[src/rtl/gray_pkg.sv]
// gray_pkg: mode encoding, per-stage slice bounds and popcount shared by gray_codec_pipe.
package gray_pkg;
    typedef enum logic {GRAY_B2G = 1'b0, GRAY_G2B = 1'b1} gray_mode_e;
    // Stage k (1-based) resolves bits [slice_hi : slice_lo]; slice_hi < 0 means nothing left to resolve.
    function automatic int slice_hi(int width, int stages, int k);
        return width - 1 - (k - 1) * ((width + stages - 1) / stages);
    endfunction
    function automatic int slice_lo(int width, int stages, int k);
        int lo;
        lo = width - k * ((width + stages - 1) / stages);
        return lo < 0 ? 0 : lo;
    endfunction
    function automatic int popcount(logic [63:0] v);
        int n;
        n = 0;
        for (int i = 0; i < 64; i++) n += int'(v[i]);
        return n;
    endfunction
endpackage

[src/rtl/gray_codec_pipe_if.sv]
// gray_codec_pipe_if: input/output valid-ready bundle for gray_codec_pipe.
// out_step_err exists only when GRAY_CODEC_STEP_CHK_EN is defined.
interface gray_codec_pipe_if #(parameter int WIDTH = 8);
    import gray_pkg::*;
    logic             in_valid;
    logic             in_ready;
    gray_mode_e       in_mode;
    logic [WIDTH-1:0] in_data;
    logic             out_valid;
    logic             out_ready;
    gray_mode_e       out_mode;
    logic [WIDTH-1:0] out_data;
`ifdef GRAY_CODEC_STEP_CHK_EN
    logic             out_step_err;
    modport master (output in_valid, in_mode, in_data, out_ready,
                    input in_ready, out_valid, out_mode, out_data, out_step_err);
    modport slave  (input in_valid, in_mode, in_data, out_ready,
                    output in_ready, out_valid, out_mode, out_data, out_step_err);
`else
    modport master (output in_valid, in_mode, in_data, out_ready,
                    input in_ready, out_valid, out_mode, out_data);
    modport slave  (input in_valid, in_mode, in_data, out_ready,
                    output in_ready, out_valid, out_mode, out_data);
`endif
endinterface

[src/rtl/gray_codec_stage.sv]
// gray_codec_stage: one pipeline register; resolves Gray->binary bits [HI:LO] of a word
// whose upper bits are already binary. The first stage also does the whole binary->Gray step.
module gray_codec_stage
    import gray_pkg::*;
#(
    parameter int WIDTH = 8,
    parameter int HI    = 7,
    parameter int LO    = 0,
    parameter bit FIRST = 1'b0
) (
    input  logic             clk,
    input  logic             rst_n,
    input  logic             adv,
    input  logic             in_valid,
    input  gray_mode_e       in_mode,
    input  logic [WIDTH-1:0] in_data,
`ifdef GRAY_CODEC_STEP_CHK_EN
    input  logic             in_err,
    output logic             out_err,
`endif
    output logic             out_valid,
    output gray_mode_e       out_mode,
    output logic [WIDTH-1:0] out_data
);
    logic             valid_q, valid_d;
    gray_mode_e       mode_q, mode_d;
    logic [WIDTH-1:0] data_q, data_d;
    logic [WIDTH:0]   ext;
    always_comb begin
        ext = {1'b0, in_data};
        for (int i = WIDTH - 1; i >= 0; i--)
            if (i <= HI && i >= LO) ext[i] = ext[i+1] ^ ext[i];
        valid_d = adv ? in_valid : valid_q;
        mode_d  = adv ? in_mode : mode_q;
        data_d  = !adv ? data_q :
                  in_mode == GRAY_G2B ? ext[WIDTH-1:0] :
                  FIRST ? in_data ^ (in_data >> 1) : in_data;
    end
    always_ff @(posedge clk or negedge rst_n) begin
        if (!rst_n) begin
            valid_q <= 1'b0;
            mode_q  <= GRAY_B2G;
            data_q  <= '0;
        end else begin
            valid_q <= valid_d;
            mode_q  <= mode_d;
            data_q  <= data_d;
        end
    end
`ifdef GRAY_CODEC_STEP_CHK_EN
    logic err_q, err_d;
    always_comb err_d = adv ? in_err : err_q;
    always_ff @(posedge clk or negedge rst_n) begin
        if (!rst_n) err_q <= 1'b0;
        else        err_q <= err_d;
    end
    assign out_err = err_q;
`endif
    assign out_valid = valid_q;
    assign out_mode  = mode_q;
    assign out_data  = data_q;
endmodule

[src/rtl/gray_codec_pipe.sv]
// gray_codec_pipe: pipelined binary<->Gray converter with per-word mode and valid/ready on both sides.
// Define GRAY_CODEC_STEP_CHK_EN to flag Gray inputs that move more than one bit from the previous one.
module gray_codec_pipe
    import gray_pkg::*;
#(
    parameter int WIDTH  = 8,
    parameter int STAGES = 2
) (
    input logic               clk,
    input logic               rst_n,
    gray_codec_pipe_if.slave  bus
);
    logic             adv;
    logic             v [STAGES+1];
    gray_mode_e       m [STAGES+1];
    logic [WIDTH-1:0] d [STAGES+1];
    // The whole pipe moves in lockstep: bubbles are kept so ordering and latency stay fixed.
    assign adv  = !v[STAGES] || bus.out_ready;
    assign v[0] = bus.in_valid;
    assign m[0] = bus.in_mode;
    assign d[0] = bus.in_data;
`ifdef GRAY_CODEC_STEP_CHK_EN
    logic             e [STAGES+1];
    logic [WIDTH-1:0] prev_q, prev_d;
    logic             seen_q, seen_d, g2b_acc;
    assign g2b_acc = bus.in_valid && adv && bus.in_mode == GRAY_G2B;
    assign e[0]    = g2b_acc && seen_q && popcount(64'(prev_q ^ bus.in_data)) > 1;
    always_comb begin
        prev_d = g2b_acc ? bus.in_data : prev_q;
        seen_d = seen_q || g2b_acc;
    end
    always_ff @(posedge clk or negedge rst_n) begin
        if (!rst_n) begin
            prev_q <= '0;
            seen_q <= 1'b0;
        end else begin
            prev_q <= prev_d;
            seen_q <= seen_d;
        end
    end
    assign bus.out_step_err = e[STAGES];
`endif
    for (genvar s = 0; s < STAGES; s++) begin : g_stage
        gray_codec_stage #(
            .WIDTH(WIDTH),
            .HI   (slice_hi(WIDTH, STAGES, s + 1)),
            .LO   (slice_lo(WIDTH, STAGES, s + 1)),
            .FIRST(s == 0)
        ) u_stage (
            .clk      (clk),
            .rst_n    (rst_n),
            .adv      (adv),
            .in_valid (v[s]),
            .in_mode  (m[s]),
            .in_data  (d[s]),
`ifdef GRAY_CODEC_STEP_CHK_EN
            .in_err   (e[s]),
            .out_err  (e[s+1]),
`endif
            .out_valid(v[s+1]),
            .out_mode (m[s+1]),
            .out_data (d[s+1])
        );
    end
    assign bus.in_ready  = adv;
    assign bus.out_valid = v[STAGES];
    assign bus.out_mode  = m[STAGES];
    assign bus.out_data  = d[STAGES];
endmodule

[src/flat_wrapper.sv]
// flat-port wrapper written by rule: the top's interface ports become plain ports
module gray_codec_pipe_flat import gray_pkg::*;
#(
    parameter int WIDTH  = 8,
    parameter int STAGES = 2
)
  (clk, rst_n, bus_in_valid, bus_in_mode, bus_in_data, bus_out_ready, bus_in_ready, bus_out_valid, bus_out_mode, bus_out_data);
  gray_codec_pipe_if #(.WIDTH(WIDTH)) bus_i ();
  input logic clk;
  input logic rst_n;
  input wire logic [$bits(bus_i.in_valid)-1:0] bus_in_valid;
  input wire logic [$bits(bus_i.in_mode)-1:0] bus_in_mode;
  input wire logic [$bits(bus_i.in_data)-1:0] bus_in_data;
  input wire logic [$bits(bus_i.out_ready)-1:0] bus_out_ready;
  output wire logic [$bits(bus_i.in_ready)-1:0] bus_in_ready;
  output wire logic [$bits(bus_i.out_valid)-1:0] bus_out_valid;
  output wire logic [$bits(bus_i.out_mode)-1:0] bus_out_mode;
  output wire logic [$bits(bus_i.out_data)-1:0] bus_out_data;
  assign bus_i.in_valid = bus_in_valid;
  assign bus_i.in_mode = bus_in_mode;
  assign bus_i.in_data = bus_in_data;
  assign bus_i.out_ready = bus_out_ready;
  assign bus_in_ready = bus_i.in_ready;
  assign bus_out_valid = bus_i.out_valid;
  assign bus_out_mode = bus_i.out_mode;
  assign bus_out_data = bus_i.out_data;
  gray_codec_pipe #(.WIDTH(WIDTH), .STAGES(STAGES)) u_core (.clk(clk), .rst_n(rst_n), .bus(bus_i));
endmodule
[config.mk]
export PLATFORM = sky130hd
export DESIGN_NAME = gray_codec_pipe_flat
export DESIGN_NICKNAME = d
export VERILOG_FILES = /design/src/rtl/gray_pkg.sv /design/src/rtl/gray_codec_pipe_if.sv /design/src/rtl/gray_codec_stage.sv /design/src/rtl/gray_codec_pipe.sv /design/src/flat_wrapper.sv
export SDC_FILE = /design/constraint.sdc
export NUM_CORES = 1
export LEC_CHECK = 0
export CORE_MARGIN = 8
export CORE_UTILIZATION = 48
export CTS_BUF_LIST = sky130_fd_sc_hd__clkbuf_4 sky130_fd_sc_hd__clkbuf_8 sky130_fd_sc_hd__clkbuf_16
export DETAILED_ROUTE_END_ITERATION = 10
export HOLD_SLACK_MARGIN = 0.1
export PLACE_DENSITY = 0.86
export SLEW_MARGIN = 15
export SYNTH_ARGS = -nofsm -noshare
export SYNTH_HDL_FRONTEND = slang
export SYNTH_SLANG_ARGS = --single-unit
[constraint.sdc]
create_clock -name clk -period 1.6 [get_ports clk]
set_input_delay 0.32 -clock clk [delete_from_list [all_inputs] [get_ports clk]]
set_output_delay 0.32 -clock clk [all_outputs]
set_load 0.02 [all_outputs]
# Yosys cells after proc, flatten, opt, wreduce, memory -nomap -nowiden
# Index checks and enable logic that the tools add are counted.
[classes] mux=2 bitwise_logic=8 n_reduce_logical=2
[op_table] operator="two-way mux 8 bit" count=1
[op_table] operator="bitwise XOR 8 x 7 -> 8 bit" count=1
[op_table] operator="bitwise XOR 1 bit" count=7
[op_table] operator="two-way mux 4 bit" count=1
[op_table] operator="logical NOT 1 bit" count=1
[op_table] operator="logical OR 1 bit" count=1
[word_totals] register_bits=20 input_bits=13 output_inout_bits=11 wordCells=18

# Longest topological paths before layout
# Gate-level depths: netlist of the first run.
[depth] word_depth=5 depth_mapped=5

# Modules after synthesis
# Synthesis of the first run repeated with hierarchy kept, for this count alone.
[hier_totals] hier_cells=83 hier_area_um2=953.4
[by_module_without_submodules] module="gray_codec_stage at u_core.g_stage[0].u_stage" instances=1 cells_per_inst=45 area_each_um2=488.0
[by_module_without_submodules] module="gray_codec_stage at u_core.g_stage[1].u_stage" instances=1 cells_per_inst=37 area_each_um2=459.2
[by_module_without_submodules] module="gray_codec_pipe" instances=1 cells_per_inst=1 area_each_um2=6.3

# Worst setup path before layout of the first run
# No wires, ideal clock.
[synth_path] path_kind="register to output" start="register u_core.g_stage[1].u_stage.valid_q" end="output bus_in_ready" arrival_time_ns=1.069 required_time_ns=1.280 setup_slack_ns=0.211 path_stages_with_launch=4 path_cell_list="dfrtp_1 -> nor2b_1 -> inv_1 -> clkbuf_1"
[synth_between] elab_chain_len=2
[synth_lines] element="from (decl)" line="gray_codec_stage.sv:25" text="logic valid_q, valid_d;"
[synth_lines] element="from (signal assigned)" line="gray_codec_stage.sv:45" text="valid_q <= valid_d;"
[synth_lines] element="logical NOT 1 bit" line="gray_codec_pipe.sv:18" text="assign adv = !v[STAGES] || bus.out_ready;"
[synth_lines] element="logical OR 1 bit" line="gray_codec_pipe.sv:18"
[synth_lines] element="to (decl)" line="flat_wrapper.sv:15" text="output wire logic [$bits(bus_i.in_ready)-1:0] bus_in_ready;"
# Every way passes these cells.

# Worst setup path after layout of the first run
[layout_path] start="register u_core.g_stage[0].u_stage.data_q[3]" end="register u_core.g_stage[1].u_stage.data_q[0]"
[layout_between] elab_chain_len=5
[layout_lines] element="from (decl)" line="gray_codec_stage.sv:27" text="logic [WIDTH-1:0] data_q, data_d;"
[layout_lines] element="from (signal assigned)" line="gray_codec_stage.sv:47" text="data_q <= data_d;"
[layout_lines] element="bitwise XOR 1 bit (4 in a row)" line="gray_codec_stage.sv:32" text="if (i <= HI && i >= LO) ext[i] = ext[i+1] ^ ext[i];"
[layout_lines] element="two-way mux 4 bit" line="gray_codec_stage.sv:36" text="in_mode == GRAY_G2B ? ext[WIDTH-1:0] :"
[layout_lines] element="to (signal assigned)" line="gray_codec_stage.sv:47"
[layout_lines] element="to (decl)" line="gray_codec_stage.sv:27"
# Every way passes these cells.
# A chain may end at the register's enable or synchronous reset.

==> results of run 1 <==
[cell usage in the layout, fill, tap and decap left out]
cell | netlist | final
dlymetal6s2s_1 | 0 | 5
buf_4 | 8 | 3
o21ai_0 | 8 | 8
nor2_1 | 4 | 4
nand3b_1 | 1 | 1
nand2_1 | 40 | 40
xor3_2 | 1 | 1
clkbuf_2 | 0 | 1
nand3_1 | 1 | 1
o21ai_1 | 1 | 1
xor2_1 | 5 | 5
clkbuf_4 | 0 | 3
xnor2_1 | 8 | 8
dlygate4sd2_1 | 0 | 5
nand2b_1 | 1 | 1
nor2b_1 | 5 | 4
a21oi_1 | 1 | 1
inv_1 | 1 | 1
xor2_2 | 1 | 1
nor2b_2 | 0 | 1
clkdlybuf4s50_1 | 0 | 12
dfrtp_1 | 20 | 20
[per-layer routing]
layer | GRT usage (%) | vias to the layer above
met2 | 19.6 | 18
met3 | 1.67 | 4
li1 | - | 366
met1 | 12.3 | 341
met4 | 9.74 | 0
met5 | 0 | -
[state kept, by name, indices dropped and copies added, names as in the netlist]
register                          flops
u_core.g_stage.u_stage.out_mode       2
u_core.g_stage.u_stage.out_data      16
u_core.g_stage.u_stage.out_valid      2
[area by class of cell]
cell class,count,area (µm²)
timing repair buffer,26,254
clock buffer,3,22.5
inverter,1,3.75
tap,27,33.8
fill,172,724
multi-input combinational,77,423
sequential,20,500
[power groups by stage]
stage                     Combinational [µW]  Sequential [µW]  Clock [µW]
final                                    537              701         236
after global placement                   555              703           0
after CTS                                555              702         239
after detailed placement                 576              715           0
after floorplan                          415              704           0
after global routing                     588              718         263
[stage by stage]
stage / hold slack, ns / TNS, ns / std cells / worst slack (ns)
after floorplan: 0.0244 / 0 / 110 / 0.211
final: 0.357 / 0 / 154 / 0.124
after global placement: 0.445 / -0.252 / 151 / -0.252
after CTS: 0.364 / 0 / 154 / 0.00138
after detailed placement: 0.462 / -0.252 / 151 / -0.252
after global routing: 0.361 / 0 / 154 / 0.0564
[what timing repair did]
item                                    CTS  global route
gates cloned                              0             0
endpoints found under the setup margin    6             6
pin swaps                                 0             0
resized for setup                         7             7
[how the worst max path moves through the flow]
stage / to / slack (ns) / cells past startpoint
floorplan: bus_in_ready / 0.21 / 3
CTS: bus_out_data[6] / 0.001 / 1
detailed placement: bus_in_ready / -0.25 / 4
global route: u_core.g_stage[1].u_stage.out_data[0] / 0.06 / 4
global placement: bus_in_ready / -0.25 / 4
finish: u_core.g_stage[1].u_stage.out_data[0] / 0.12 / 4
[worst max-delay path, stage by stage (launching register included)]
cell and delay (ns):
dfrtp_1 0.45, xor3_2 0.51, xor2_2 0.17, a21oi_1 0.08, nand3b_1 0.16
[kinds of logic after synthesis]
kind of cell / Yosys count / synth area share, %
XOR/XNOR: 15 / 15.5
AO/OA/AOI/OAI: 10 / 5.00
AND/OR/NAND/NOR: 52 / 21.5
flip-flops: 20 / 50.0
buffers and inverters: 13 / 8.00
==> impl_results.md, run 1 <==
* Run status: finished, final reports clean
* Max_slew headroom at 83.1%
* Combinational share of power at 36.4%
* Routed length per instance at 12.6 µm
* Final hold violations at 0
* CP Launch Point: u_core.g_stage[0].u_stage.out_data[3]
* Max-Cap Viols at 0
* Top cells by area, synth: dfrtp_1 50%, nand2_1 15%, xnor2_1 7.0%
* Final Max Tran Viols at 0
* Synth Cell Area at 1000 µm²
* CP arrival at 1.67 ns
* Yosys reg bits at 20
* Commonest cells in the netlist: 40 x nand2_1, 20 x dfrtp_1, 8 x buf_4, 8 x o21ai_0, 8 x xnor2_1
* Critical path class: reg -> reg
* DP Area at 1210 µm²
* Global route overflow at 0
* TritonCTS clock tree: built
* Clock transition at the registers of the reported paths at 0.10 ns
* Nets at 142
* Syn avg cell area at 9.10 µm²
* Reg-to-reg slack, setup at 0.12 ns
* Met1 WL at 784 µm
* Fmax at 678 MHz
* GRT Overall Usage at 11.6%
* Pwr dens at 1190 nW/µm²
* Post-CTS setup buffer count at 0
* CP Data Required Time at 1.79 ns
* Vias in the first global route at 754
* Die area at 3800 µm²
* Vias per cell at 4.73
* Die Y at 61.7 µm
* Core Footprint at 1960 µm²
* Synthesis Warnings at 0
* Most numerous cell in the Yosys netlist: nand2_1
* TritonCTS Sinks at 20
* Worst skew pair latency at 0.30 ns
* Clock Power Share at 16.0%
* Tightest Hold Check Type: in -> async
* CP Launch Type: flop
* Metal3 WL at 76 µm
* Prevailing post-synth register cell: dfrtp_1
* Final worst-path cycle share at 92.2%
* Row count at 16
* Maximum VDD drop at 0.647 mV
* Layout cells sized above 1 at 7.87%
* Tot Pwr at 1470 µW
* Asr flop ratio synth at 100%
* Post-synth top area share at 50.0%
* Top Layer Used: met4
* Sequential area share after synthesis at 50.0%
* Post-layout util at 63.1%
* Post-route cell area at 1240 µm²
* Worst clock skew at 0.000900 ns
* Net Switching at 515 µW
* Largest net degree at the start of global routing at 30
* Hpwl dp at 1.50 mm
* CTS root buffer: clkbuf_4
* Number of flops mapped to enable cells by yosys at 0
* Reg2reg path depth at 4
* P_int at 959 µW
* RR Endpoint: u_core.g_stage[1].u_stage.out_data[0]
* Total number of vias at 729
* CTS max path bufs at 2
* Net Sw Frac at 34.9%
* Post-Synthesis Cells at 110
* Syn-to-layout area delta at 23.6%
* Crit-path max FO at 4
* Boundary pin count at 24
* WL final at 1.94 mm
* Largest area contributor in the netlist: dfrtp_1
* Initial Util at 51.0%
* Leak pwr at 0.000613 µW
* Worst Tran Pin Value at 0.254 ns
* Pre-antenna DRT Iters at 4
* Post-DRT Antenna Nets at 0
* Net Count, Synth at 123
* Hold_buf cts at 0
* Sequential group share of total power at 47.5%
* Initial antenna violation count at 0
* Met2 WL post-DR at 1.02 mm
* First-pass GRT wire length at 3.21 mm
* First-iteration detailed-routing DRC count at 11
* N_diodes at 0
* Setup-failing EPs final at 0
* Crit path capture type: flop
* CTS buffer count at 3
* Die width at 61.7 µm
* PortBufs at 23
* Unrepaired setup endpoints after global routing: no
* Final GP Congestion at 0.768
* FF-to-FF Start: u_core.g_stage[0].u_stage.out_data[3]
* Netlist cell types at 18
* H-tree depth at 1
* Period minus WS final at 1.48 ns
* DRC Markers at 0
Power figures use the tool's default switching activity.
==> inputs of run 2 (changes only) <==
--- a/config.mk
+++ b/config.mk
@@ -6,11 +6,12 @@
 export NUM_CORES = 1
 export LEC_CHECK = 0
 export CORE_MARGIN = 8
-export CORE_UTILIZATION = 48
-export CTS_BUF_LIST = sky130_fd_sc_hd__clkbuf_4 sky130_fd_sc_hd__clkbuf_8 sky130_fd_sc_hd__clkbuf_16
+export CORE_UTILIZATION = 64
+export CTS_BUF_LIST = sky130_fd_sc_hd__clkbuf_2 sky130_fd_sc_hd__clkbuf_4 sky130_fd_sc_hd__clkbuf_8
 export DETAILED_ROUTE_END_ITERATION = 10
+export DONT_BUFFER_PORTS = 1
 export HOLD_SLACK_MARGIN = 0.1
-export PLACE_DENSITY = 0.86
+export PLACE_DENSITY = 0.88
 export SLEW_MARGIN = 15
 export SYNTH_ARGS = -nofsm -noshare
 export SYNTH_HDL_FRONTEND = slang
==> impl_results.md, run 2 (synthesis results as in run 1) <==
* Final worst-path cycle share at 95.5%
* Run status: finished, final reports clean
* TritonCTS clock tree: built
* N_diodes at 0
* Initial Util at 67.2%
* GRT Overall Usage at 10.7%
* CP Cell Sequence: nor2b_2 -> inv_1
* CP Data Required Time at 1.28 ns
* Worst path top cell family by delay: flip-flops
* GR Layer Usage met1 at 11.3%
* CTS root buffer: clkbuf_4
* Initial antenna violation count at 0
* Hpwl dp at 1.17 mm
* Die width at 55.5 µm
* Fmax at 654 MHz
* Layout cells sized above 1 at 8.57%
* WL final at 1.57 mm
* Total number of vias at 630
* Worst hold path depth at 2
* TritonCTS Sinks at 20
* Reg2reg path depth at 4
* CTS max path bufs at 2
* Vias per cell at 5.21
* Row count at 14
* Clock transition at the registers of the reported paths at 0.11 ns
* Dpl cells at 116
* CTS buffer count at 3
* Setup-failing EPs final at 0
* Busiest grt layer: met2
* WP depth at 2
* First-iteration detailed-routing DRC count at 6
* Final hold violations at 0
* Most frequent cells in the layout: 40 x nand2_1, 20 x dfrtp_1, 8 x o21ai_0, 8 x xnor2_1, 5 x xor2_1
* Leak pwr at 0.000477 µW
* Crit-path max FO at 12
* Post-DRT Antenna Nets at 0
* Largest net degree at the start of global routing at 30
* Commonest non-fill, non-tap cell in the layout: nand2_1
* Crit path capture type: primary output
* Critical path's largest stage delay at 0.39 ns
* Tightest Hold Check Type: in -> reg
* Worst Tran Pin Value at 0.840 ns
* Syn-to-layout area delta at 2.37%
* Filler cell count at 119
* First-pass GRT wire length at 2.73 mm
* Final GP Congestion at 0.770
* Worst clock skew at 0.00206 ns
* Worst skew pair latency at 0.29 ns
* PortBufs at 0
* GRT met3 Usage at 4.57%
* Nets at 119
* Global route overflow at 0
* Fin cells at 121
* Max FFs per register at 16
* Max_slew headroom at 43.8%
* Max-Cap Viols at 0
* Critical path class: reg -> out
* H-tree depth at 1
* Vias in the first global route at 639
* Routed length per instance at 13.0 µm
* DRC Markers at 0
* CP arrival at 1.21 ns
* Pre-antenna DRT Iters at 2
* Core Footprint at 1490 µm²
* CP Launch Type: flop
* Setup TNS at 0 ns
* Period minus WS final at 1.53 ns
* Boundary pin count at 24
* Slowest CP cell: dfrtp_1
* Maximum VDD drop at 0.711 mV
* Post-CTS setup buffer count at 0
* Pwr dens at 1460 nW/µm²
* Global routing usage on met2 at 17.1%
* Die Y at 55.5 µm
* Reg-to-reg slack, setup at 0.13 ns
* Final Max Tran Viols at 0
* Die area at 3090 µm²
* Unrepaired setup endpoints after global routing: no
* Buf+Inv Stages, Crit Path at 1
==> run 2: per-stage QoR <==
stage | setup WS (ns) | util [%] | hold slack (ns) | power [µW] | instance area (µm²)
floorplan | 0.211 | - | 0.0244 | 1120 | 1000
CTS | 0.0573 | 68.8 | 0.121 | 1510 | 1020
detailed placement | 0.172 | 64.6 | 0.0248 | 1090 | 962
global route | 0.00186 | 68.8 | 0.121 | 1580 | 1020
global placement | 0.247 | 64.6 | 0.0249 | 1070 | 962
finish | 0.0712 | 68.8 | 0.125 | 1490 | 1020
==> run 2: metal layers <==
layer	part of all wire, %	vias up
met5	0	-
met4	2.5	0
met3	9.2	4
met2	45	20
met1	43	283
li1	-	323
==> run 2: what timing repair did <==
item	4_1_cts	5_1_grt
resized for setup	0	0
hold endpoints to repair	20	0
hold buffers	1	0
==> run 2: report_power, final <==
part	total (µW)	leakage (µW)	internal, µW	switching [µW]
logic	289	0.000210	138	151
registers	799	0.000240	619	180
clock network	405	0.0000279	253	152
total	1490	0.000477	1010	483
==> run 2: cell type report <==
class	count	area, µm²	area share (%)
Clock buffer	3	22.5	2.20
Clock inverter	1	30.0	2.93
Inverter	1	3.75	0.366
Multi-Input combinational cell	77	423	41.3
Sequential cell	20	500	48.8
Tap cell	16	20.0	1.95
Timing Repair Buffer	3	25.0	2.44
==> run 2: worst paths after layout <==
path                                                  startpoint                               endpoint
hold reg to reg              u_core.g_stage[0].u_stage.out_valid    u_core.g_stage[1].u_stage.out_valid
max in group asynchronous                                  rst_n  u_core.g_stage[0].u_stage.out_data[4]
setup reg to reg           u_core.g_stage[0].u_stage.out_data[3]  u_core.g_stage[1].u_stage.out_data[0]
setup / recovery             u_core.g_stage[1].u_stage.out_valid                           bus_in_ready
hold / removal                                      bus_in_valid    u_core.g_stage[0].u_stage.out_valid
min in group asynchronous                                  rst_n  u_core.g_stage[1].u_stage.out_data[5]
==> inputs of run 3 (changes only) <==
--- a/config.mk
+++ b/config.mk
@@ -12,6 +12,7 @@
 export DONT_BUFFER_PORTS = 1
 export HOLD_SLACK_MARGIN = 0.1
 export PLACE_DENSITY = 0.88
+export SKIP_LAST_GASP = 1
 export SLEW_MARGIN = 15
 export SYNTH_ARGS = -nofsm -noshare
 export SYNTH_HDL_FRONTEND = slang
==> results of run 3 <==
No change in the layout: final DEF, timing and power equal those of run 2.
